**src/rtl/rr_sch_pkt.sv**
```systemverilog
// Packet-aware round-robin arbiter: N requesters onto one output, registered one-hot/binary grant.
// Define RR_SCH_WRR_EN to add per-port weighted credits (extra consecutive grants).
module rr_sch_pkt #(
  parameter int NUM_PORT     = 4,
  parameter int LOG_NUM_PORT = (NUM_PORT > 1) ? $clog2(NUM_PORT) : 1,
  parameter int PKT_MODE     = 1,
  parameter int W_BITS       = 3
) (
  input  logic                       clk,
  input  logic                       clr,
  input  logic [NUM_PORT-1:0]        req,
  input  logic [NUM_PORT-1:0]        req_last,
  input  logic                       ack,
  input  logic [NUM_PORT*W_BITS-1:0] weight,
  output logic [NUM_PORT-1:0]        grant,
  output logic                       grant_valid,
  output logic [LOG_NUM_PORT-1:0]    grant_index
);

  typedef enum logic {IDLE, BUSY} state_t;

  state_t                  state;
  logic [LOG_NUM_PORT-1:0] ptr;
  logic [LOG_NUM_PORT-1:0] ptr_adv;
  logic [LOG_NUM_PORT-1:0] start;
  logic [LOG_NUM_PORT-1:0] win_idx;
  logic [NUM_PORT-1:0]     cand;
  logic                    win_found;
  logic                    own_req;
  logic                    own_last;
  logic                    rel;
  logic                    abort;
  logic                    done;
  logic                    keep;

  // Circular scan from start; wrap is modulo NUM_PORT, not the index width.
  function automatic logic [LOG_NUM_PORT:0] pick(input logic [NUM_PORT-1:0]     c,
                                                 input logic [LOG_NUM_PORT-1:0] s);
    logic                    found;
    logic [LOG_NUM_PORT-1:0] idx;
    int                      p;
    found = 1'b0;
    idx   = '0;
    for (int k = 0; k < NUM_PORT; k++) begin
      p = int'(s) + k;
      if (p >= NUM_PORT) p = p - NUM_PORT;
      if (!found && ((c & (NUM_PORT'(1) << p)) != '0)) begin
        found = 1'b1;
        idx   = LOG_NUM_PORT'(p);
      end
    end
    return {found, idx};
  endfunction

`ifdef RR_SCH_WRR_EN
  logic [W_BITS-1:0] credit;

  function automatic logic [W_BITS-1:0] wsel(input logic [LOG_NUM_PORT-1:0] idx);
    logic [W_BITS-1:0] w;
    w = '0;
    for (int i = 0; i < NUM_PORT; i++)
      if (LOG_NUM_PORT'(i) == idx) w = weight[i*W_BITS +: W_BITS];
    return w;
  endfunction
`else
  logic unused_weight;
  assign unused_weight = ^weight;
`endif

  always_comb begin
    own_req  = |(req & grant);
    own_last = |(req_last & grant);
    rel      = ack && ((PKT_MODE == 0) || own_last);
    abort    = !own_req && !ack;
    done     = (state == BUSY) && (rel || abort);
    ptr_adv  = (grant_index == LOG_NUM_PORT'(NUM_PORT - 1)) ? '0 : grant_index + 1'b1;
    // After a release the outgoing owner is masked so another port gets a turn.
    cand     = (state == IDLE) ? req : (req & ~grant);
    start    = (state == IDLE) ? ptr : ptr_adv;
    {win_found, win_idx} = pick(cand, start);
`ifdef RR_SCH_WRR_EN
    keep     = done && rel && own_req && (credit != '0);
`else
    keep     = 1'b0;
`endif
  end

  always_ff @(posedge clk) begin
    if (clr) begin
      state       <= IDLE;
      ptr         <= '0;
      grant       <= '0;
      grant_valid <= 1'b0;
      grant_index <= '0;
`ifdef RR_SCH_WRR_EN
      credit      <= '0;
`endif
    end else if ((state == IDLE && win_found) || (done && !keep && win_found)) begin
      if (state == BUSY) ptr <= ptr_adv;
      state       <= BUSY;
      grant       <= NUM_PORT'(1) << win_idx;
      grant_valid <= 1'b1;
      grant_index <= win_idx;
`ifdef RR_SCH_WRR_EN
      credit      <= wsel(win_idx);
`endif
    end else if (done && !keep) begin
      ptr         <= ptr_adv;
      state       <= IDLE;
      grant       <= '0;
      grant_valid <= 1'b0;
      grant_index <= '0;
`ifdef RR_SCH_WRR_EN
      credit      <= '0;
`endif
    end else if (keep) begin
`ifdef RR_SCH_WRR_EN
      // Same owner keeps the output for another beat/packet; pointer stays put.
      credit      <= credit - 1'b1;
`endif
    end
  end

endmodule

```
**config.mk**
```make
export PLATFORM = sky130hd
export DESIGN_NAME = rr_sch_pkt
export DESIGN_NICKNAME = d
export VERILOG_FILES = /design/src/rtl/rr_sch_pkt.sv
export SDC_FILE = /design/constraint.sdc
export NUM_CORES = 1
export LEC_CHECK = 0
export ABC_AREA = 0
export CAP_MARGIN = 5
export CORE_MARGIN = 4
export CORE_UTILIZATION = 45
export CTS_CLUSTER_DIAMETER = 50
export DETAILED_ROUTE_END_ITERATION = 7
export PLACE_DENSITY = 0.79
export RECOVER_POWER = 50
export SETUP_SLACK_MARGIN = 0.3
export SLEW_MARGIN = 20
export SYNTH_ARGS = -nofsm -noshare
export SYNTH_HDL_FRONTEND = slang
export SYNTH_SLANG_ARGS = --single-unit
export TNS_END_PERCENT = 30
```
**constraint.sdc**
```tcl
create_clock -name clk -period 6.4 [get_ports clk]
set_input_delay 1.92 -clock clk [delete_from_list [all_inputs] [get_ports clk]]
set_output_delay 1.92 -clock clk [all_outputs]
set_load 0.05 [all_outputs]
```
=== After elaboration in Yosys (flattened, before gate mapping) ===
Cells that the tools add are included.

* Bits in registers: 9
* Latch bits: 0
* Memory bits (writable): 0
* Memory bits (read-only): 0
* Input port bits: 23
* Word-level logic and storage cells: 76
* Memories: 0

* Add/subtract/negate cells: 8
* Multiply operators: 0
* Div/mod/pow operators: 0
* Magnitude comparators: 4
* Equality and inequality tests: 1
* Shifts and indexed selects: 5
* Mux-type cells: 23
* Bitwise logic cells: 9
* Reductions and logical operators: 22

{| class="wikitable"
|+ Operator list
! kind !! number
|-
| $mux W32 || 4
|-
| $shl A1 B32 Y4 const A || 4
|-
| $and A4 B4 Y4 || 7
|-
| $mux W2 || 10
|-
| $reduce_bool A4 Y1 || 4
|-
| $mux W4 || 3
|-
| $sub A3 B3 Y4 const B || 3
|-
| $ge A3 B3 Y1 const B || 3
|-
| $logic_and A1 B1 Y1 || 8
|-
| $reduce_or A4 Y1 || 2
|-
| $add A2 B2 Y3 const B || 2
|-
| $mux W1 || 6
|-
| $logic_not A1 Y1 || 5
|-
| $not A4 Y4 || 1
|-
| $shl A1 B2 Y4 const A || 1
|-
| $sub A2 B3 Y4 const B || 1
|-
| $add A2 B1 Y3 const B || 1
|-
| $ge A2 B3 Y1 const B || 1
|-
| $add A2 B1 Y2 const B || 1
|-
| $eq A2 B2 Y1 const B || 1
|-
| $logic_or A1 B1 Y1 || 2
|-
| $reduce_bool A2 Y1 || 1
|-
| $not A1 Y1 || 1
|}

=== Depth between registers and ports, before layout ===
* Depth after elaboration: 21
* Depth in mapped cells: 11

=== Worst setup path before layout ===
OpenSTA, ideal clock, no wires.

* Kind: input-to-reg
* From: input req[1]
* To: register grant_index[1]
* Data arrival time: 3.316 ns
* Data required time: 6.299 ns
* Path slack: 2.983 ns
* Cell stages on the path: 7
* Path buffers: 0
* Cells stage by stage: a21boi_1 -> a22oi_2 -> nand2_4 -> nor4_4 -> a21oi_2 -> or3b_1 -> o41ai_1

* Cells in the longest elaborated chain, start to end: 17

{| class="wikitable"
|+ Ends and longest elaborated chain
! what !! RTL line !! source
|-
| from (decl) || 11 || <nowiki>input logic [NUM_PORT-1:0] req,</nowiki>
|-
| $and A4 B4 Y4 || 78 || <nowiki>cand = (state == IDLE) ? req : (req & ~grant);</nowiki>
|-
| $mux W4 || 78 ||
|-
| $and A4 B4 Y4 || 47 || <nowiki>if (!found && ((c & (NUM_PORT'(1) << p)) != '0)) begin</nowiki>
|-
| $reduce_bool A4 Y1 || 47 ||
|-
| $mux W1 || 47 ||
|-
| $logic_not A1 Y1 || 47 ||
|-
| $logic_and A1 B1 Y1 || 47 ||
|-
| $mux W1 || 47 ||
|-
| $logic_not A1 Y1 || 47 ||
|-
| $logic_and A1 B1 Y1 || 47 ||
|-
| $mux W1 || 47 ||
|-
| $logic_not A1 Y1 || 47 ||
|-
| $logic_and A1 B1 Y1 || 47 ||
|-
| $mux W1 || 47 ||
|-
| $logic_and A1 B1 Y1 || 98 || <nowiki>end else if ((state == IDLE && win_found) || (done && !keep && win_found)) begin</nowiki>
|-
| $logic_or A1 B1 Y1 || 98 ||
|-
| $mux W2 or $reduce_bool A2 Y1 (tied branches) || -- ||
|-
| to (signal assigned) || 103 || <nowiki>grant_index <= win_idx;</nowiki>
|-
| to (decl) || 17 || <nowiki>output logic [LOG_NUM_PORT-1:0] grant_index</nowiki>
|}

Parallel ways exist; a longest one is shown, timed or not.
A chain may end at the register's enable or synchronous reset.

=== Worst setup path after layout ===
* From: input req[2]
* To: register grant_index[1]

The elaborated chain is that of the path after synthesis.

==> flow_metrics.py <==
metrics = {
    "clock_network": {
        "cts_buffers": 3,
        "clkTransAtPathRegs_ns": 0.06,
        "clock_path_buffers": 2,
        "cts.sinks": 9,
        "cts_resized": 0,
        "cts_hold_buf": 0,
        "h-tree-depth": 1,
        "post_cts_buffers": 0,
        "clockRootBuffer": "clkbuf_4",
        "clock_latency_ns": 0.27,
        "cts_tree": "built",
    },
    "die": {
        "coreArea_um2": 1580,
        "die_y_um": 49.6,
        "die_w_um": 49.6,
        "start_util": 0.494,
        "top_level_ports": 30,
        "die-area_um2": 2460,
        "core.rowCount": 14,
    },
    "finish": {
        "final_nets": 135,
        "fillers": 144,
        "drive_above_1_share": 0.143,
        "syn2layout_area_growth_pct": 23.4,
        "n_antenna_cell": 0,
    },
    "worst_setup_path": {
        "cp_max_fo": 5,
        "critPathLaunch": "req[2]",
        "worstSetupStartpointType": "input pin",
        "arrival_ns": 4.37,
        "timing.critical_path.to": "grant_index[1]",
        "r2r_end": "grant_index[1]",
        "reg2reg_slack_ns": 3.16,
        "end_kind": "flop",
        "r2r-start": "state",
        "reg2regPathDepth": 9,
        "cp.required_ns": 6.56,
        "crit_type": "in -> reg",
    },
    "logic_synthesis": {
        "synthArstFlopShare": 0,
        "synth_area_leaders": "dfxtp_1 (23%), ha_1 (9.6%), a22oi_1 (4.8%), nand2_1 (3.4%), nor2_1 (3.4%)",
        "netlist_area_um2": 779,
        "syn_inst": 86,
        "ys_ff_latch": 9,
        "synth_warnings": 0,
        "synth-edff-count": 0,
        "ys_seq_area_frac": 0.231,
        "synth_common_cells": "dfxtp_1 (9), nand2_1 (7), nor2_1 (7)",
        "avgSynthCellArea_um2": 9.06,
        "syn-num-nets": 115,
        "yosysUniqueCellTypes": 40,
        "yosysTopAreaCell": "dfxtp_1",
        "yosysMostFrequentCell": "dfxtp_1",
        "synth_ff_type": "dfxtp_1",
        "yosysTopAreaCellShare": 0.231,
    },
    "timing": {
        "relSlewSlack": 0.458,
        "worst_pin_slew_ns": 0.806,
        "finClkSkew_ns": 0.00384,
        "setup-violations-final": 0,
        "finalMaxSlewViolations": 0,
        "period_needed_ns": 4.20,
        "fin_tns_setup_ns": 0,
        "fmax_mhz": 238,
        "period_share": 0.657,
        "grt_setup_unrepaired": "no",
        "finalHoldViolations": 0,
    },
    "power_and_ir_drop": {
        "swShare": 0.536,
        "p_sw_mw": 0.270,
        "ir_worst_vdd_v": 0.000309,
        "p_seq_frac": 0.194,
        "pwr-share-comb": 0.717,
        "p_leak_nw": 0.403,
        "power.total_mw": 0.504,
        "internal_power_mw": 0.234,
        "p_clk_frac": 0.089,
        "power.density_nw_per_um2": 524,
    },
    "run_status": {
        "outcome": "finished, final reports clean",
    },
    "global_routing": {
        "grt_pass1_wl_um": 3280,
        "gr-total-overflow": 0,
        "grt_usage": 0.169,
        "grt_pass1_vias": 714,
        "antenna_found_initial": 0,
        "grt_max_degree": 13,
    },
    "routing": {
        "ant_nets": 0,
        "routed_wl_um": 1890,
        "first_pass_iters": 4,
        "via_per_inst": 6.26,
        "wl_per_cell_um": 15.6,
        "drc_errors": 0,
        "vias": 758,
        "drt_first_iter_violations": 24,
    },
    "worst_hold_path": {
        "hold_class": "reg -> reg",
    },
    "run": {
        "drv_cap": 0,
    },
    "placement": {
        "gp_congestion": 0.804,
        "place_hpwl_um": 1490,
        "port-buffer-count": 17,
    },
}
-- registers in the layout (all words and copies together) (netlist names) --
signal,count
ptr,2
grant_index,2
state,1
grant,4
-- cells in the final DEF, fill, tap and decap left out, drive strengths merged, types with 3 or more instances in the layout --
| cell | Yosys | final |
|---|---|---|
| clkdlybuf4s50 | 0 | 10 |
| dfxtp | 9 | 9 |
| nand2 | 9 | 9 |
| nor2 | 8 | 8 |
| a22oi | 8 | 8 |
| dlygate4sd3 | 0 | 7 |
| ha | 6 | 6 |
| a21oi | 6 | 6 |
| nand3 | 4 | 4 |
| clkbuf | 0 | 4 |
| a21boi | 4 | 4 |
| inv | 3 | 3 |
| a22o | 3 | 3 |
| o21ai | 3 | 3 |
-- stage by stage --
| step | instance area (um2) | hold WS, ns | cells | worst slack [ns] | util |
|---|---|---|---|---|---|
| final | 962 | 0.481 | 121 | 2.20 | 0.610 |
| after global routing | 962 | 0.536 | 121 | 2.06 | 0.610 |
| after CTS | 977 | 0.482 | 121 | 2.64 | 0.620 |
| after detailed placement | 951 | 0.470 | 117 | 2.39 | 0.603 |
| after global placement | 951 | 0.468 | 117 | 2.40 | 0.603 |
| after floorplan | 779 | 0.449 | 86 | 2.98 | - |
-- power groups by stage --
stage,logic [mW],clock network [mW],registers (mW)
finish,0.361,0.0448,0.0978
floorplan,0.270,0,0.129
detailed placement,0.378,0,0.0997
global route,0.402,0.0497,0.101
global placement,0.368,0,0.0981
CTS,0.380,0.0456,0.0984
-- logic make-up (layout without fill, tap and decap cells) --
group                      count (synthesis)  count (layout)  share of synthesized area
AOI/OAI and AO/OA                         37              37                      0.413
adders and majority gates                  6               6                     0.0963
buffers and inverters                      5              24                     0.0385
DFF                                        9               9                      0.231
muxes                                      1               1                     0.0144
and+or+nand+nor                           28              28                      0.207
-- cell type report --
cell class                 count  area (um2)  area share
clock buffer                   4        26.3      0.0273
sequential                     9         180       0.187
multi-input combinational     72         554       0.576
timing repair buffer          17         170       0.177
tap                           16        20.0      0.0208
inverter                       3        11.3      0.0117
-- metal layers --
metal / GRT usage / vias to the layer above / routed length, um
met5: 0 / - / 0
met4: 0.0415 / 0 / 8
met3: 0.0663 / 2 / 143
met2: 0.280 / 33 / 918
met1: 0.202 / 351 / 823
li1: - / 372 / -
-- worst max-delay path, stage by stage --
cell	delay [ns]
dlygate4sd3_1	0.55
a21boi_2	0.19
a22oi_1	0.25
nand2_2	0.13
nor4_1	0.69
a21oi_2	0.20
or3b_1	0.38
o41ai_1	0.07
-- how the worst min path moves through the flow --
stage / cells after the start / startpoint / endpoint
after detailed placement: 2 / ptr[1] / ptr[1]
after global placement: 2 / ptr[1] / ptr[1]
after floorplan: 2 / ptr[1] / ptr[1]
after global routing: 2 / ptr[0] / ptr[0]
after CTS: 2 / ptr[1] / ptr[1]
final: 2 / ptr[1] / ptr[1]
Note: power is estimated with default switching activity, not from simulation.
